## src/rtl/serial_adder.sv

```systemverilog
// serial_adder: multi-cycle adder/subtractor that handles DIGIT bits per clock,
// LSB first, with a registered carry between digits. Operands are captured when
// start is accepted, and the result registers update only when an op completes.
module serial_adder #(
    parameter int WIDTH = 8,
    parameter int DIGIT = 1
) (
    input  logic             clk,
    input  logic             rst_n,
    input  logic             start,
    input  logic             Sub,
    input  logic [WIDTH-1:0] A,
    input  logic [WIDTH-1:0] B,
    input  logic             Cin,
    output logic             busy,
    output logic             done,
    output logic [WIDTH-1:0] Sum,
    output logic             Cout,
    output logic             Ovf
);

    localparam int NDIG = WIDTH / DIGIT;
    localparam int CW   = (NDIG > 1) ? $clog2(NDIG) : 1;

    generate
        if (WIDTH < 1 || DIGIT < 1 || (WIDTH % DIGIT) != 0) begin : g_bad_params
            $error("serial_adder: WIDTH must be >= 1 and a multiple of DIGIT");
        end
    endgenerate

    typedef enum logic [1:0] {
        IDLE = 2'd0,
        RUN  = 2'd1,
        DONE = 2'd2
    } state_t;

    state_t           state;
    logic [WIDTH-1:0] a_r;
    logic [WIDTH-1:0] b_r;
    logic [WIDTH-1:0] psum;
    logic             c_r;
    logic             a_msb;
    logic             b_msb;
    logic [CW-1:0]    cnt;

    logic [DIGIT:0]   dsum;
    logic [WIDTH-1:0] dext;
    logic [WIDTH-1:0] psum_nxt;
    logic             last;

    // One digit of the add, and the partial sum with that digit entered at the MSB end
    always_comb begin
        dsum     = {1'b0, a_r[DIGIT-1:0]} + {1'b0, b_r[DIGIT-1:0]} + {{DIGIT{1'b0}}, c_r};
        dext     = WIDTH'(dsum[DIGIT-1:0]);
        psum_nxt = (psum >> DIGIT) | (dext << (WIDTH - DIGIT));
        last     = (cnt == CW'(NDIG - 1));
    end

    // Control FSM and datapath: accept, shift digits through, publish result on the last digit
    always_ff @(posedge clk or negedge rst_n) begin
        if (!rst_n) begin
            state <= IDLE;
            busy  <= 1'b0;
            done  <= 1'b0;
            Sum   <= '0;
            Cout  <= 1'b0;
            Ovf   <= 1'b0;
            a_r   <= '0;
            b_r   <= '0;
            psum  <= '0;
            c_r   <= 1'b0;
            a_msb <= 1'b0;
            b_msb <= 1'b0;
            cnt   <= '0;
        end else begin
            case (state)
                IDLE, DONE: begin
                    done <= 1'b0;
                    if (start) begin
                        // Subtraction is A + ~B + ~borrow; the inversion happens once here
                        a_r   <= A;
                        b_r   <= B ^ {WIDTH{Sub}};
                        c_r   <= Cin ^ Sub;
                        a_msb <= A[WIDTH-1];
                        b_msb <= B[WIDTH-1] ^ Sub;
                        psum  <= '0;
                        cnt   <= '0;
                        busy  <= 1'b1;
                        state <= RUN;
                    end else begin
                        busy  <= 1'b0;
                        state <= IDLE;
                    end
                end
                RUN: begin
                    a_r  <= a_r >> DIGIT;
                    b_r  <= b_r >> DIGIT;
                    c_r  <= dsum[DIGIT];
                    psum <= psum_nxt;
                    cnt  <= cnt + CW'(1);
                    if (last) begin
                        Sum   <= psum_nxt;
                        Cout  <= dsum[DIGIT];
                        Ovf   <= (a_msb == b_msb) && (psum_nxt[WIDTH-1] != a_msb);
                        busy  <= 1'b0;
                        done  <= 1'b1;
                        state <= DONE;
                    end
                end
                default: begin
                    busy  <= 1'b0;
                    done  <= 1'b0;
                    state <= IDLE;
                end
            endcase
        end
    end

endmodule

```

## config.mk

```make
export PLATFORM = sky130hd
export DESIGN_NAME = serial_adder
export DESIGN_NICKNAME = d
export VERILOG_FILES = /design/src/rtl/serial_adder.sv
export SDC_FILE = /design/constraint.sdc
export NUM_CORES = 1
export LEC_CHECK = 0
export CAP_MARGIN = 20
export CELL_PAD_IN_SITES_DETAIL_PLACEMENT = 1
export CELL_PAD_IN_SITES_GLOBAL_PLACEMENT = 1
export CORE_ASPECT_RATIO = 0.9
export CORE_MARGIN = 10
export CORE_UTILIZATION = 40
export CTS_CLUSTER_SIZE = 14
export DETAILED_ROUTE_END_ITERATION = 7
export PLACE_DENSITY_LB_ADDON = 0.1
export SKIP_LAST_GASP = 1
export SYNTH_ARGS = -nofsm -noshare
export SYNTH_HDL_FRONTEND = slang
export SYNTH_SLANG_ARGS = --single-unit
```

## constraint.sdc

```tcl
create_clock -name clk -period 3.1 [get_ports clk]
set_input_delay 0.93 -clock clk [delete_from_list [all_inputs] [get_ports clk]]
set_output_delay 0.93 -clock clk [all_outputs]
set_load 0.1 [all_outputs]
```

==> results.sh <==
export IMPL_status="finished, final reports clean"
export IMPL_drt_pass1_iterations=4
export IMPL_cts_root_buf="clkbuf_8"
export IMPL_design_area_sq_mm=0.00221
export IMPL_synthCells=146
export IMPL_synth_area_sq_mm=0.00183
export IMPL_max_stage_delay_ns=0.56
export IMPL_grt_start_max_net_pins=43
export IMPL_vias_per_cell=5.23
export IMPL_setup_viol=0
export IMPL_fp_coreArea_sq_mm=0.00443
export IMPL_hold_violations=0
export IMPL_io_pins=33
export IMPL_r2r_cells=4
export IMPL_route_vias_total=1244
export IMPL_r2r_start="cnt[0]$_DFFE_PN0P_"
export IMPL_synth_net_count=170
export IMPL_synthDistinctLibCells=31
export IMPL_drc=0
export IMPL_cts_setup_buffers=0
export IMPL_synth_simple_area_share_pct=10.4
export IMPL_final_nets=199
export IMPL_cts_max_level=2
export IMPL_synth_most_common_cell="dfrtp_1"
export IMPL_dieHeight_um=84.2
export IMPL_postRouteAntennaNets=0
export IMPL_power_leakage_nw=1.03
export IMPL_synthToLayoutAreaGrowth_pct=20.6
export IMPL_startpoint="start"
export IMPL_worst_slack_ns=0.934
export IMPL_wl_per_cell_um=17.1
export IMPL_die_x_um=91.4
export IMPL_worstPathMaxFanout=20
export IMPL_tns_ns=0
export IMPL_crit_slowest_cell="nand2b_1"
export IMPL_synth_compound_area_share_pct=15.0
export IMPL_cts_tree="done"
export IMPL_period_share_pct=69.9
export IMPL_antenna_found_initial=0
export IMPL_power_total_mw=2.70
export IMPL_crit_buf_inv=1
export IMPL_crit_required_ns=3.27
export IMPL_crit_end="b_r[1]$_DFFE_PN0P_"
export IMPL_num_rows=23
export IMPL_grt_pass1_vias=1363
export IMPL_max_freq_mhz=462
export IMPL_ir_drop_mv=0.517
export IMPL_yosys_register_bits=42
export IMPL_synthMuxAreaShare_pct=5.32
export IMPL_netlist_top_cells_count="42 x dfrtp_1, 12 x nand2_1, 9 x a221o_1, 9 x a22o_1"
export IMPL_nFillCells=480
export IMPL_synth_main_ff_cell="dfrtp_1"
export IMPL_hpwl_mm=2.81
export IMPL_cp_top_family="simple AND/OR/NAND/NOR gates"
export IMPL_worstSkewPairLatency_ns=0.29
export IMPL_diodes=0
export IMPL_globalRouteTotalUtil_pct=11.3
export IMPL_pre_cts_ws_ns=0.607
export IMPL_clock_sinks=42
export IMPL_yosysWarningCount=0
export IMPL_yosysTopAreaCellShare_pct=57.3
export IMPL_synth_fa_ha_area_share_pct=2.46
export IMPL_p_per_area_mw_per_mm2=1220
export IMPL_grt_pass1_wl_mm=7.22
export IMPL_grt_setup_unrepaired="false"
export IMPL_worst_setup_path_type="in2reg"
export IMPL_clk_pin_slew_worst_paths_ns=0.08
export IMPL_drt_first_iter_violations=66
export IMPL_avgSynthCellArea_sq_um=12.6
export IMPL_synth_edf_count=0
export IMPL_cts_buffer_depth=2
export IMPL_finalCriticalPeriod_ns=2.17
export IMPL_initial_core_util_pct=41.4
export IMPL_cp_depth=4
export IMPL_synth_top_cell_by_area="dfrtp_1"
export IMPL_r2r_slack_ns=1.21
export IMPL_cp_arrival_ns=2.33
export IMPL_drv_cap=0
export IMPL_place_area_sq_mm=0.00212
export IMPL_die_area_sq_mm=0.00770
export IMPL_skew_ns=0.00882
export IMPL_port_buffer_count=32
export IMPL_reg2reg_to="Sum[6]$_DFFE_PN0P_"
export IMPL_layout_drive_gt1_share_pct=17.0
export IMPL_ctsHoldBuffers=0
export IMPL_wl_mm=4.08
export IMPL_gp_congestion=0.702
export IMPL_cts_resized_gates=0
export IMPL_end_kind="flip-flop"
export IMPL_gr_total_overflow=0
export IMPL_tightest_slew_ns=0.928
export IMPL_synth_xor_area_share_pct=4.30
export IMPL_ys_top_cells_by_area="dfrtp_1 57%, a221o_1 4.9%, a22o_1 4.3%, mux2_4 4.1%, xnor2_1 3.8%"
export IMPL_dp_cells=230
export IMPL_critPathLaunchType="input pin"
export IMPL_instances_no_fill=238
export IMPL_drv_slew=0
export IMPL_yosysSeqAreaShare_pct=57.3
export IMPL_worstPathCellList="clkdlybuf4s50_1 -> nand2b_1 -> nor2_1 -> a221o_1"
export IMPL_hp_class="reg2reg"
export IMPL_synthArstFlopShare_pct=100
export IMPL_synth_top_family_by_area="compound AO/OA/AOI/OAI gates"
export IMPL_relSlewSlack_pct=38.2
export IMPL_cts_buffers=5
routing by layer:
metal | vias to the layer above | GRT usage, % | share of wire [%]
met5 | - | 0 | 0
met4 | 0 | 4.41 | 1.8
met3 | 9 | 4.00 | 5.2
met2 | 26 | 16.8 | 47
met1 | 634 | 14.7 | 46
li1 | 575 | - | -
through the flow:
step           util, %  hold WS (ns)
3_3_place_gp      47.9         0.468
2_1_floorplan        -         0.457
4_1_cts           49.9         0.509
3_5_place_dp      47.9         0.489
5_1_grt           49.9         0.538
6_report          49.9         0.505
how the worst min path moves through the flow:
stage	endpoint	cells past startpoint	slack, ns	start
after detailed placement	b_r[7]$_DFFE_PN0P_	1	0.49	b_r[7]$_DFFE_PN0P_
after global routing	Sum[0]$_DFFE_PN0P_	1	0.54	Sum[0]$_DFFE_PN0P_
after global placement	Sum[7]$_DFFE_PN0P_	2	0.47	Sum[7]$_DFFE_PN0P_
after CTS	a_msb$_DFFE_PN0P_	2	0.51	a_msb$_DFFE_PN0P_
after floorplan	b_r[7]$_DFFE_PN0P_	1	0.46	b_r[7]$_DFFE_PN0P_
final	b_r[7]$_DFFE_PN0P_	1	0.50	b_r[7]$_DFFE_PN0P_
cells in the final DEF (no fill, tap or decap), drive strengths merged, types with 2 or more instances in the layout:
master         instances
ha                     2
a221o                  9
o2bb2ai                2
inv                    5
nand3                  8
a22oi                  6
nor2                   9
nand2                 12
dfrtp                 42
clkdlybuf4s50         19
clkbuf                 7
mux2                   7
xnor2                  8
buf                   13
a22o                   9
o21ai                  5
cell type report:
type                       instances  area [sq um]  share of cell area, %
clock inverter                     1          5.00                  0.226
timing repair buffer              32           285                   12.9
clock buffer                       7          86.3                   3.90
sequential                        42          1050                   47.5
inverter                           5          18.8                  0.848
tap                               62          77.6                   3.51
multi-input combinational         89           688                   31.1
sequential cells by signal, indices dropped and copies added, names as in the netlist:
register  cells
state         1
Ovf           1
Cout          1
Sum           8
b_msb         1
psum          7
cnt           3
a_msb         1
b_r           8
a_r           8
c_r           1
busy          1
done          1
cells by family after synthesis:
logic type	after synthesis
flops	42
xor+xnor	9
mux	7
buf+inv	15
simple gates	36
fa+ha+maj	3
compound gates	34
power by group:
group          total, mW  internal (mW)  switching, mW
Clock              0.358          0.180          0.178
Sequential         0.960          0.800          0.160
Combinational       1.38          0.445          0.934
Total               2.70           1.42           1.27
Power figures use the tool's default switching activity.
